[src/rtl/mmio_console.sv]
// mmio_console: memory-mapped console responder.
// A 16-byte register window on the CPU data bus. Stores to TXDATA are queued in a
// small circular TX FIFO that drains to an external byte sink over valid/ready.
// STATUS reports FIFO state plus a sticky overflow flag. CYCLES is a free-running
// 32-bit timebase that software can clear.
module mmio_console #(
  parameter logic [31:0] BASE_ADDR  = 32'hFFFF_0000,
  parameter int          FIFO_DEPTH = 8,
  localparam int         CNT_W      = $clog2(FIFO_DEPTH) + 1
) (
  input  logic        con_clk,
  input  logic        con_rst,
  input  logic [31:0] con_addr,
  input  logic        con_rd,
  input  logic        con_wr,
  input  logic [31:0] con_wr_data,
  output logic [31:0] con_rd_data,
  output logic        con_sel,
  output logic [7:0]  con_out_data,
  output logic        con_out_valid,
  input  logic        con_out_ready
);

  localparam int PTR_W = $clog2(FIFO_DEPTH);

  localparam logic [1:0] OFF_TXDATA = 2'd0;
  localparam logic [1:0] OFF_STATUS = 2'd1;
  localparam logic [1:0] OFF_CYCLES = 2'd2;

  logic [7:0]       r_mem [FIFO_DEPTH];
  logic [PTR_W-1:0] r_wr_ptr;
  logic [PTR_W-1:0] r_rd_ptr;
  logic [CNT_W-1:0] r_count;
  logic             r_ovf;
  logic [31:0]      r_cycles;

  logic [1:0]  w_off;
  logic        w_empty;
  logic        w_full;
  logic        w_push;
  logic        w_pop;
  logic        w_accept;
  logic        w_drop;
  logic        w_status_wr;
  logic        w_cycles_wr;
  logic [8:0]  w_cnt_ext;
  logic [31:0] w_status;
  logic        w_unused;

  // Byte-lane bits and upper store data have no meaning in this window.
  assign w_unused = ^{con_addr[1:0], con_wr_data[31:8]};

  assign con_sel     = (con_addr[31:4] == BASE_ADDR[31:4]);
  assign w_off       = con_addr[3:2];
  assign w_empty     = (r_count == '0);
  assign w_full      = (r_count == CNT_W'(FIFO_DEPTH));
  assign w_push      = con_sel && con_wr && (w_off == OFF_TXDATA);
  assign w_status_wr = con_sel && con_wr && (w_off == OFF_STATUS);
  assign w_cycles_wr = con_sel && con_wr && (w_off == OFF_CYCLES);
  assign w_pop       = !w_empty && con_out_ready;
  // When full, a push only fits if the head leaves on the same edge.
  assign w_accept    = w_push && (!w_full || w_pop);
  assign w_drop      = w_push && w_full && !w_pop;

  assign con_out_valid = !w_empty;
  // Head is masked to zero while empty so reset shows 8'h00 without clearing storage.
  assign con_out_data  = w_empty ? 8'h00 : r_mem[r_rd_ptr];

  assign w_cnt_ext = 9'(r_count);
  assign w_status  = {16'h0000, w_cnt_ext[7:0], 5'b00000, r_ovf, w_full, w_empty};

  // FIFO storage: written on accepted pushes only, never reset.
  always_ff @(posedge con_clk) begin
    if (w_accept) begin
      r_mem[r_wr_ptr] <= con_wr_data[7:0];
    end
  end

  // FIFO pointers and occupancy; pointers wrap naturally at the power-of-2 depth.
  always_ff @(posedge con_clk or posedge con_rst) begin
    if (con_rst) begin
      r_wr_ptr <= '0;
      r_rd_ptr <= '0;
      r_count  <= '0;
    end else begin
      if (w_accept) r_wr_ptr <= r_wr_ptr + 1'b1;
      if (w_pop)    r_rd_ptr <= r_rd_ptr + 1'b1;
      case ({w_accept, w_pop})
        2'b10:   r_count <= r_count + 1'b1;
        2'b01:   r_count <= r_count - 1'b1;
        default: r_count <= r_count;
      endcase
    end
  end

  // Sticky overflow: a dropped byte outranks a same-cycle clear.
  always_ff @(posedge con_clk or posedge con_rst) begin
    if (con_rst) begin
      r_ovf <= 1'b0;
    end else if (w_drop) begin
      r_ovf <= 1'b1;
    end else if (w_status_wr) begin
      r_ovf <= 1'b0;
    end
  end

  // Free-running cycle counter; a software clear outranks the increment.
  always_ff @(posedge con_clk or posedge con_rst) begin
    if (con_rst) begin
      r_cycles <= '0;
    end else if (w_cycles_wr) begin
      r_cycles <= '0;
    end else begin
      r_cycles <= r_cycles + 32'd1;
    end
  end

  // Combinational read mux; zero unless this window is being read.
  always_comb begin
    con_rd_data = 32'h0;
    if (con_sel && con_rd) begin
      case (w_off)
        OFF_STATUS: con_rd_data = w_status;
        OFF_CYCLES: con_rd_data = r_cycles;
        default:    con_rd_data = 32'h0;
      endcase
    end
  end

endmodule

[config.mk]
export PLATFORM = sky130hd
export DESIGN_NAME = mmio_console
export DESIGN_NICKNAME = d
export VERILOG_FILES = /design/src/rtl/mmio_console.sv
export SDC_FILE = /design/constraint.sdc
export NUM_CORES = 1
export LEC_CHECK = 0
export CAP_MARGIN = 10
export CORE_UTILIZATION = 35
export DETAILED_ROUTE_END_ITERATION = 8
export SKIP_CTS_REPAIR_TIMING = 1
export SYNTH_ARGS = -nofsm -noshare
export SYNTH_HDL_FRONTEND = slang
export SYNTH_SLANG_ARGS = --single-unit
[constraint.sdc]
create_clock -name con_clk -period 2.3 [get_ports con_clk]
set_input_delay 0.46 -clock con_clk [delete_from_list [all_inputs] [get_ports con_clk]]
set_output_delay 0.46 -clock con_clk [all_outputs]
set_load 0.005 [all_outputs]
* Yosys cells after proc, flatten, opt, wreduce, memory -nomap -nowiden *
Memories as Yosys holds them, arrays and structs flattened.
Index checks and enable logic that the tools add are counted.

word-level totals
  register bits = 43
  memories = 1
  output and inout port bits = 42
  input port bits = 69
  word-level logic and storage cells = 43
  RAM bits = 64

operators by class
  add/subtract/negate cells = 5
  mux-type cells = 9
  reductions and logical operators = 17
  eq/ne operators = 6

memory list
  memory  depth  width  read ports  clocked after Yosys merged registers in  wr ports  RTL line  text
  r_mem   8      8      1           0                                        1         30        logic [7:0] r_mem [FIFO_DEPTH];

operator list
  cell                     count
  $mux W32                 2
  $pmux W32 S2             1
  $add A32 B1 Y32 const B  1
  $eq A28 B28 Y1 const B   1
  $logic_and A1 B1 Y1      9
  $mux W8                  1
  $pmux W4 S2              1
  $add A3 B1 Y3 const B    2
  $add A4 B1 Y4 const B    1
  $eq A2 B1 Y1 const B     2
  $eq A2 B2 Y1 const B     2
  $eq A4 B4 Y1 const B     1
  $logic_not A4 Y1         1
  $mux W1                  4
  $reduce_bool A2 Y1       2
  $sub A4 B1 Y4 const B    1
  $logic_not A1 Y1         3
  $logic_not A2 Y1         1
  $logic_or A1 B1 Y1       1

* Logic depth before layout (Yosys ltp) *
Gate-level depths: netlist of the first run.

  word-level depth = 7
  depth in mapped cells = 14
  depth with buffers taken out = 13

* Worst setup path after synthesis of the first run *
OpenSTA, ideal clock, no wires.

  kind = input-to-reg
  from = input con_addr[13]
  to = memory r_mem[7][0], enable pin
  library setup time = 0.398 ns
  setup slack = -0.447 ns
  data arrival time = 2.349 ns
  stages on the path = 5
  cell sequence = nor4b_1 nand4_1 nand2b_1 buf_1 nor4b_1

on the way
  cells in the longest elaborated chain, start to end = 6

ends and longest elaborated chain
  element                           RTL line  text
  from (decl)                       13        input logic [31:0] con_addr,
  $eq A28 B28 Y1                    53        assign con_sel = (con_addr[31:4] == BASE_ADDR[31:4]);
  $logic_and A1 B1 Y1 (2 in a row)  57        assign w_push = con_sel && con_wr && (w_off == OFF_TXDATA);
  $logic_and A1 B1 Y1               62        assign w_accept = w_push && (!w_full || w_pop);
  $mux W1                           74        if (w_accept) begin
  $mux W1 (not written as such)     75        r_mem[r_wr_ptr] <= con_wr_data[7:0];
  to (decl)                         30

No other way between the ends.

* Final worst setup path of the first run *
  from = input con_addr[13]
  to = output con_rd_data[27]

on the way
  cells in the longest elaborated chain, start to end = 3

ends and longest elaborated chain
  element              RTL line  text
  $eq A28 B28 Y1       53
  $logic_and A1 B1 Y1  121       if (con_sel && con_rd) begin
  $mux W32             121
  to (decl)            17        output logic [31:0] con_rd_data,

No other way between the ends.

==> results of run 1 <==
report_power, final:
| group | switching (W) | internal, W | total, W |
|---|---|---|---|
| Clock | 0.000693 | 0.000751 | 0.00144 |
| Sequential | 0.0000668 | 0.00210 | 0.00217 |
| Combinational | 0.000877 | 0.00115 | 0.00203 |
| Total | 0.00164 | 0.00400 | 0.00564 |
logic make-up after synthesis:
logic type	Yosys count	synth area share (%)
simple gates	175	18.2
fa+ha+maj	9	2.34
flops	107	58.4
xor+xnor	35	5.97
compound gates	21	2.88
buf+inv	33	2.66
mux	29	9.58
final timing paths:
check,start,end,cells past startpoint
setup / recovery,con_addr[13],con_rd_data[27],10
min in group asynchronous,con_rst,r_cycles[22],3
max in group asynchronous,con_rst,r_rd_ptr[0],3
setup reg to reg,r_count[1],r_mem[5][1],9
hold / removal,r_cycles[0],r_cycles[0],1
hold reg to reg,r_cycles[0],r_cycles[0],1
cell type report:
cell class	instances	area share [%]
multi-input cells	269	29.9
well taps	180	3.08
clock inverters	5	0.600
flip-flops and latches	107	41.1
clock buffers	11	3.19
inverters	14	0.720
repair buffers	158	21.4
sequential cells by signal, indices dropped and copies added, names as in the netlist:
| signal | cells |
|---|---|
| r_rd_ptr | 3 |
| r_ovf | 1 |
| r_wr_ptr | 3 |
| r_mem | 64 |
| r_cycles | 32 |
| r_count | 4 |
synthesized netlist by cell type (4+ instances only):
library cell  instances
xnor2_1              19
nand2_1              18
nor3_1               10
a22oi_1               6
nand4_1              13
mux4_2               16
dfrtp_1              43
ha_1                  8
nand3_1              11
xor2_1               16
clkbuf_1              8
mux2i_1              12
nor2_1               60
inv_1                14
nor4_1                8
buf_1                 6
buf_2                 4
a21oi_1               4
edfxtp_1             64
and3_1                6
and2_1               24
through the flow:
stage	setup TNS [ps]	area (um2)	hold slack (ps)	cells	setup WS [ps]
after floorplan	-3700	5170	475	409	-204
after global placement	-71990	6570	496	697	-973
after detailed placement	-72380	6570	504	697	-973
after CTS	-45840	6840	513	713	-982
after global routing	-10870	7300	558	744	-380
final	-4870	7300	513	744	-221
worst max-delay path: cells and delay by family:
family | cells | cell delay, ps
buffers and inverters | 5 | 560
and+or+nand+nor | 5 | 1020
cells in the final DEF, fill, tap and decap left out, drive strengths merged, types with 10 or more instances in the layout:
master	instances
edfxtp	64
clkdlybuf4s50	11
clkbuf	43
mux2i	12
xnor2	19
inv	16
nand3	12
dfrtp	43
mux4	16
and2	25
nand2	18
dlymetal6s2s	36
nand4	14
nor3	10
xor2	16
nor4	10
buf	79
nor2	60
routing by layer:
layer	vias up	global-route usage [%]	part of all wire [%]
li1	1785	-	-
met1	1820	19.9	44
met2	71	27.7	52
met3	10	3.09	3.6
met4	0	2.94	0.60
met5	-	0	0
==> metrics.txt, run 1 <==
Netlist Area Pre-Place=5130 um2; Remaining DRCs=0; reg-to-reg slack, setup=170 ps; WP data required=1840 ps; CP Launch Type=primary input; CTS tree=yes; RePlAce Congestion=0.787; Clock Tree Root=clkbuf_16; post-synthesis cell type count=47; Tcrit/Tclk final=110%; via count=3686; Synth Register Bits=107; critical path class=in -> out; Final Skew=8.92 ps; Post-Syn Nets=487; vias in the first global route=3528; IO Port Bufs=84; Core Region=14100 um2; top post-synthesis cells by area=edfxtp_1, dfrtp_1, mux4_2, nor2_1, xnor2_1; worst path cell trace=dlymetal6s2s_1, nor4b_4, nand4_1, nor4_2, and3_4, buf_6, buf_6, buf_4, and2_4, buf_6; fillcell total=1223; max capacitance violation total=0; clk sink count=107; Sequential Area=3000 um2; Max Fclk=397 MHz; DR pass1 iterations=4; via/cell ratio=4.95; CP Capture Type=output port; Antenna Cells=0; ratio of cells with drive above 1 in the final layout=32.8%; I/O pin count=111; type of the worst min-delay path=reg -> reg; Largest stage delay, worst path=280 ps; register area share after synthesis=58.4%; fin crit period=2520 ps; Final Hold Fails=0; GRT overflow=0; Worst-Skew Late Latency=340 ps; Worst path most repeated cell=buf_6; Routed WL=12200 um; fin util=51.8%; asr flop ratio synth=40.2%; status=finished with violations; Worst slew margin=61.6%; power per standard cell area=772 nW/um2; clock transition at the registers of the reported paths=70 ps; Lkg Pwr=3.32 nW; Worst path slowest cell=and3_4; CTS Buf Count=9; cells after synthesis=409; post-DP HPWL=7840 um; Die Width=123 um; Synth top area share=37.4%; first-pass GRT wire length=17900 um; multi-input logic area=2190 um2; Worst VDD drop=0.000641 V; Final setup viols=39; WL/cell=16.5 um; Primary FF master, synth=edfxtp_1; CTS H-Tree Depth=3; failing checks=negative setup slack; Post-synth EDFFs=64; worst path arrival time=2060 ps; Power, Total=0.00564 W; Clock Path Buffers=2; yosys warns=0; initial antenna violation count=0; RSZ-0062 raised after global routing=true; final worst slack=-221 ps; Starting Density=36.4%; Die Span Y=123 um; NumNets Final=637; Core Rows=43; GRT Util Overall=15.6%; Layout area overhead=42.3%; post-synth top area cell=edfxtp_1; Synth Area per Inst=12.6 um2; antenna viol nets, final=0; First DRT Iteration DRCs=147; Worst-Margin Slew=577 ps; Worst Path Max Fanout=4; die area=15200 um2; largest net degree at the start of global routing=44; Max Slew Vio Count=0
(Power assumes the default switching activity.)
==> inputs of run 2 (changes only) <==
==> constraint.sdc (replaced) <==
create_clock -name con_clk -period 2.6 [get_ports con_clk]
set_input_delay 0.52 -clock con_clk [delete_from_list [all_inputs] [get_ports con_clk]]
set_output_delay 0.52 -clock con_clk [all_outputs]
set_load 0.005 [all_outputs]
==> run 2 against run 1 <==
The run still ends with negative setup slack left. Critical path depth rose by 1. Combinational power fell by 24%. Clock power fell by 9%. Sequential share of layout area rose by 0.37 points. Wire length fell by 2.4%. Clock skew rose by 1.7 ps. Register-to-register slack improved by 130 ps. Die area did not move. Setup slack improved by 89 ps. Cell count fell by 1.5%. Non-clock buffer count fell by 11. Critical path type unchanged. Largest cell class unchanged.
==> metrics.txt, run 2 (same netlist as run 1, synthesis figures left out) <==
status=finished with violations; failing checks=negative setup slack; hold path endpoint=r_cycles[0]; GRT Util Overall=15.6%; Core Region=14100 um2; die area=15200 um2; Clock Path Buffers=2; fin crit period=2730 ps; Final Skew=10.6 ps; WP buf/inv=6; Max Slew Vio Count=0; most frequent cells in the layout=edfxtp_1, nor2_1, buf_4, dfrtp_1, dlymetal6s2s_1; RePlAce Congestion=0.769; worst path cell trace=buf_6, nor4b_4, nand4_1, nor4_2, buf_4, and3_4, buf_6, buf_12, buf_6, and2_4, buf_6; non-filler cells, final=733; Clock Tree Root=clkbuf_16; Worst-Skew Late Latency=350 ps; vias in the first global route=3533; Worst slew margin=32.0%; Lkg Pwr=3.22 nW; worst path arrival time=2210 ps; Biggest register=r_mem; reg-to-reg slack, setup=300 ps; Hold Path Cell Cnt=1; Remaining DRCs=0; Power, Total=0.00485 W; Die Width=123 um; max reg flops=64; antenna viol nets, final=0; reg2reg end=r_count[3]; CTS tree=yes; type of the worst min-delay path=reg -> reg; I/O pin count=111; CTS H-Tree Depth=3; CTS Buf Count=9; hold_sp=r_cycles[0]; clock transition at the registers of the reported paths=70 ps; Routed WL=12000 um; critical path class=in -> out; Final setup viols=25; GRT overflow=0; ratio of cells with drive above 1 in the final layout=32.2%; DR pass1 iterations=4; via/cell ratio=4.93; RR Startpoint=r_count[3]; via count=3613; power per standard cell area=670 nW/um2; First DRT Iteration DRCs=195; most common cell after layout, fill and taps aside=edfxtp_1; NumNets Final=626; IO Port Bufs=84; post-DP HPWL=7820 um; worst reg-to-reg path cell count=10; Worst-Margin Slew=1010 ps; Worst Path Max Fanout=5; Tcrit/Tclk final=105%; first-pass GRT wire length=17800 um; largest net degree at the start of global routing=33; CP Capture Type=output port; max capacitance violation total=0; Max Fclk=366 MHz; CP Launch Type=primary input; WP data required=2080 ps; Placed Cells=693; Die Span Y=123 um; Final Hold Fails=0; Worst path slowest cell=nor4b_4; Worst path most repeated cell=buf_6; final worst slack=-131 ps; Layout area overhead=41.0%; clk sink count=107; crit-path leading delay family=simple AND/OR/NAND/NOR gates; Core Rows=43; Largest regs=r_mem x64, r_cycles x32, r_count x4; DP Worst Slack=-831 ps; initial antenna violation count=0; Largest stage delay, worst path=280 ps; Setup TNS=-1560 ps; RSZ-0062 raised after global routing=true; fillcell total=1236; WL/cell=16.3 um; Worst VDD drop=0.000484 V; Antenna Cells=0; Starting Density=36.4%
-- run 2: changes by cell type in the layout (fill, tap and decap cells not counted), moves of 3 or more --
cell / before / now
clkbuf_2: 28 / 16
clkdlybuf4s50_1: 11 / 14
buf_6: 14 / 24
nor2_4: 2 / 5
nor2_2: 5 / 2
and2_4: 5 / 13
buf_4: 50 / 45
buf_12: 9 / 4
and2_1: 20 / 11
-- run 2: through the flow --
stage	hold slack (ps)	util [%]	instance area (um2)
3_3_place_gp	506	46.0	6480
2_1_floorplan	475	-	5150
5_1_grt	565	51.4	7240
3_5_place_dp	509	46.0	6480
6_report	539	51.4	7240
4_1_cts	544	48.0	6760
-- run 2: area by class of cell --
cell class / instances / area [um2] / share of cell area, %
Clock buffer: 10 / 229 / 3.16
Clock inverter: 6 / 50.0 / 0.691
Inverter: 14 / 52.6 / 0.726
Multi-Input combinational cell: 269 / 2200 / 30.4
Sequential cell: 107 / 3000 / 41.4
Tap cell: 180 / 225 / 3.11
Timing Repair Buffer: 147 / 1480 / 20.4
-- run 2: report_power, final --
group	total [W]	switching (W)	internal, W
registers	0.00199	0.000131	0.00186
logic	0.00155	0.000642	0.000909
clock network	0.00131	0.000642	0.000668
total	0.00485	0.00142	0.00344
-- run 2: how the worst max path moves through the flow --
stage / cells after the start / endpoint / startpoint
2_1_floorplan: 12 / r_count[3] / con_addr[13]
3_3_place_gp: 8 / con_rd_data[1] / con_addr[13]
3_5_place_dp: 8 / con_rd_data[2] / con_addr[5]
4_1_cts: 8 / con_rd_data[1] / con_addr[5]
5_1_grt: 11 / con_rd_data[7] / con_addr[12]
6_report: 11 / con_rd_data[24] / con_addr[12]
-- run 2: metal layers --
layer	up-vias	part of all wire [%]	wire length, um	track usage [%]
li1	1760	-	-	-
met1	1777	44	5310	20.8
met2	69	51	6090	25.5
met3	7	3.9	465	3.78
met4	0	0.74	89	4.22
met5	-	0	0	0
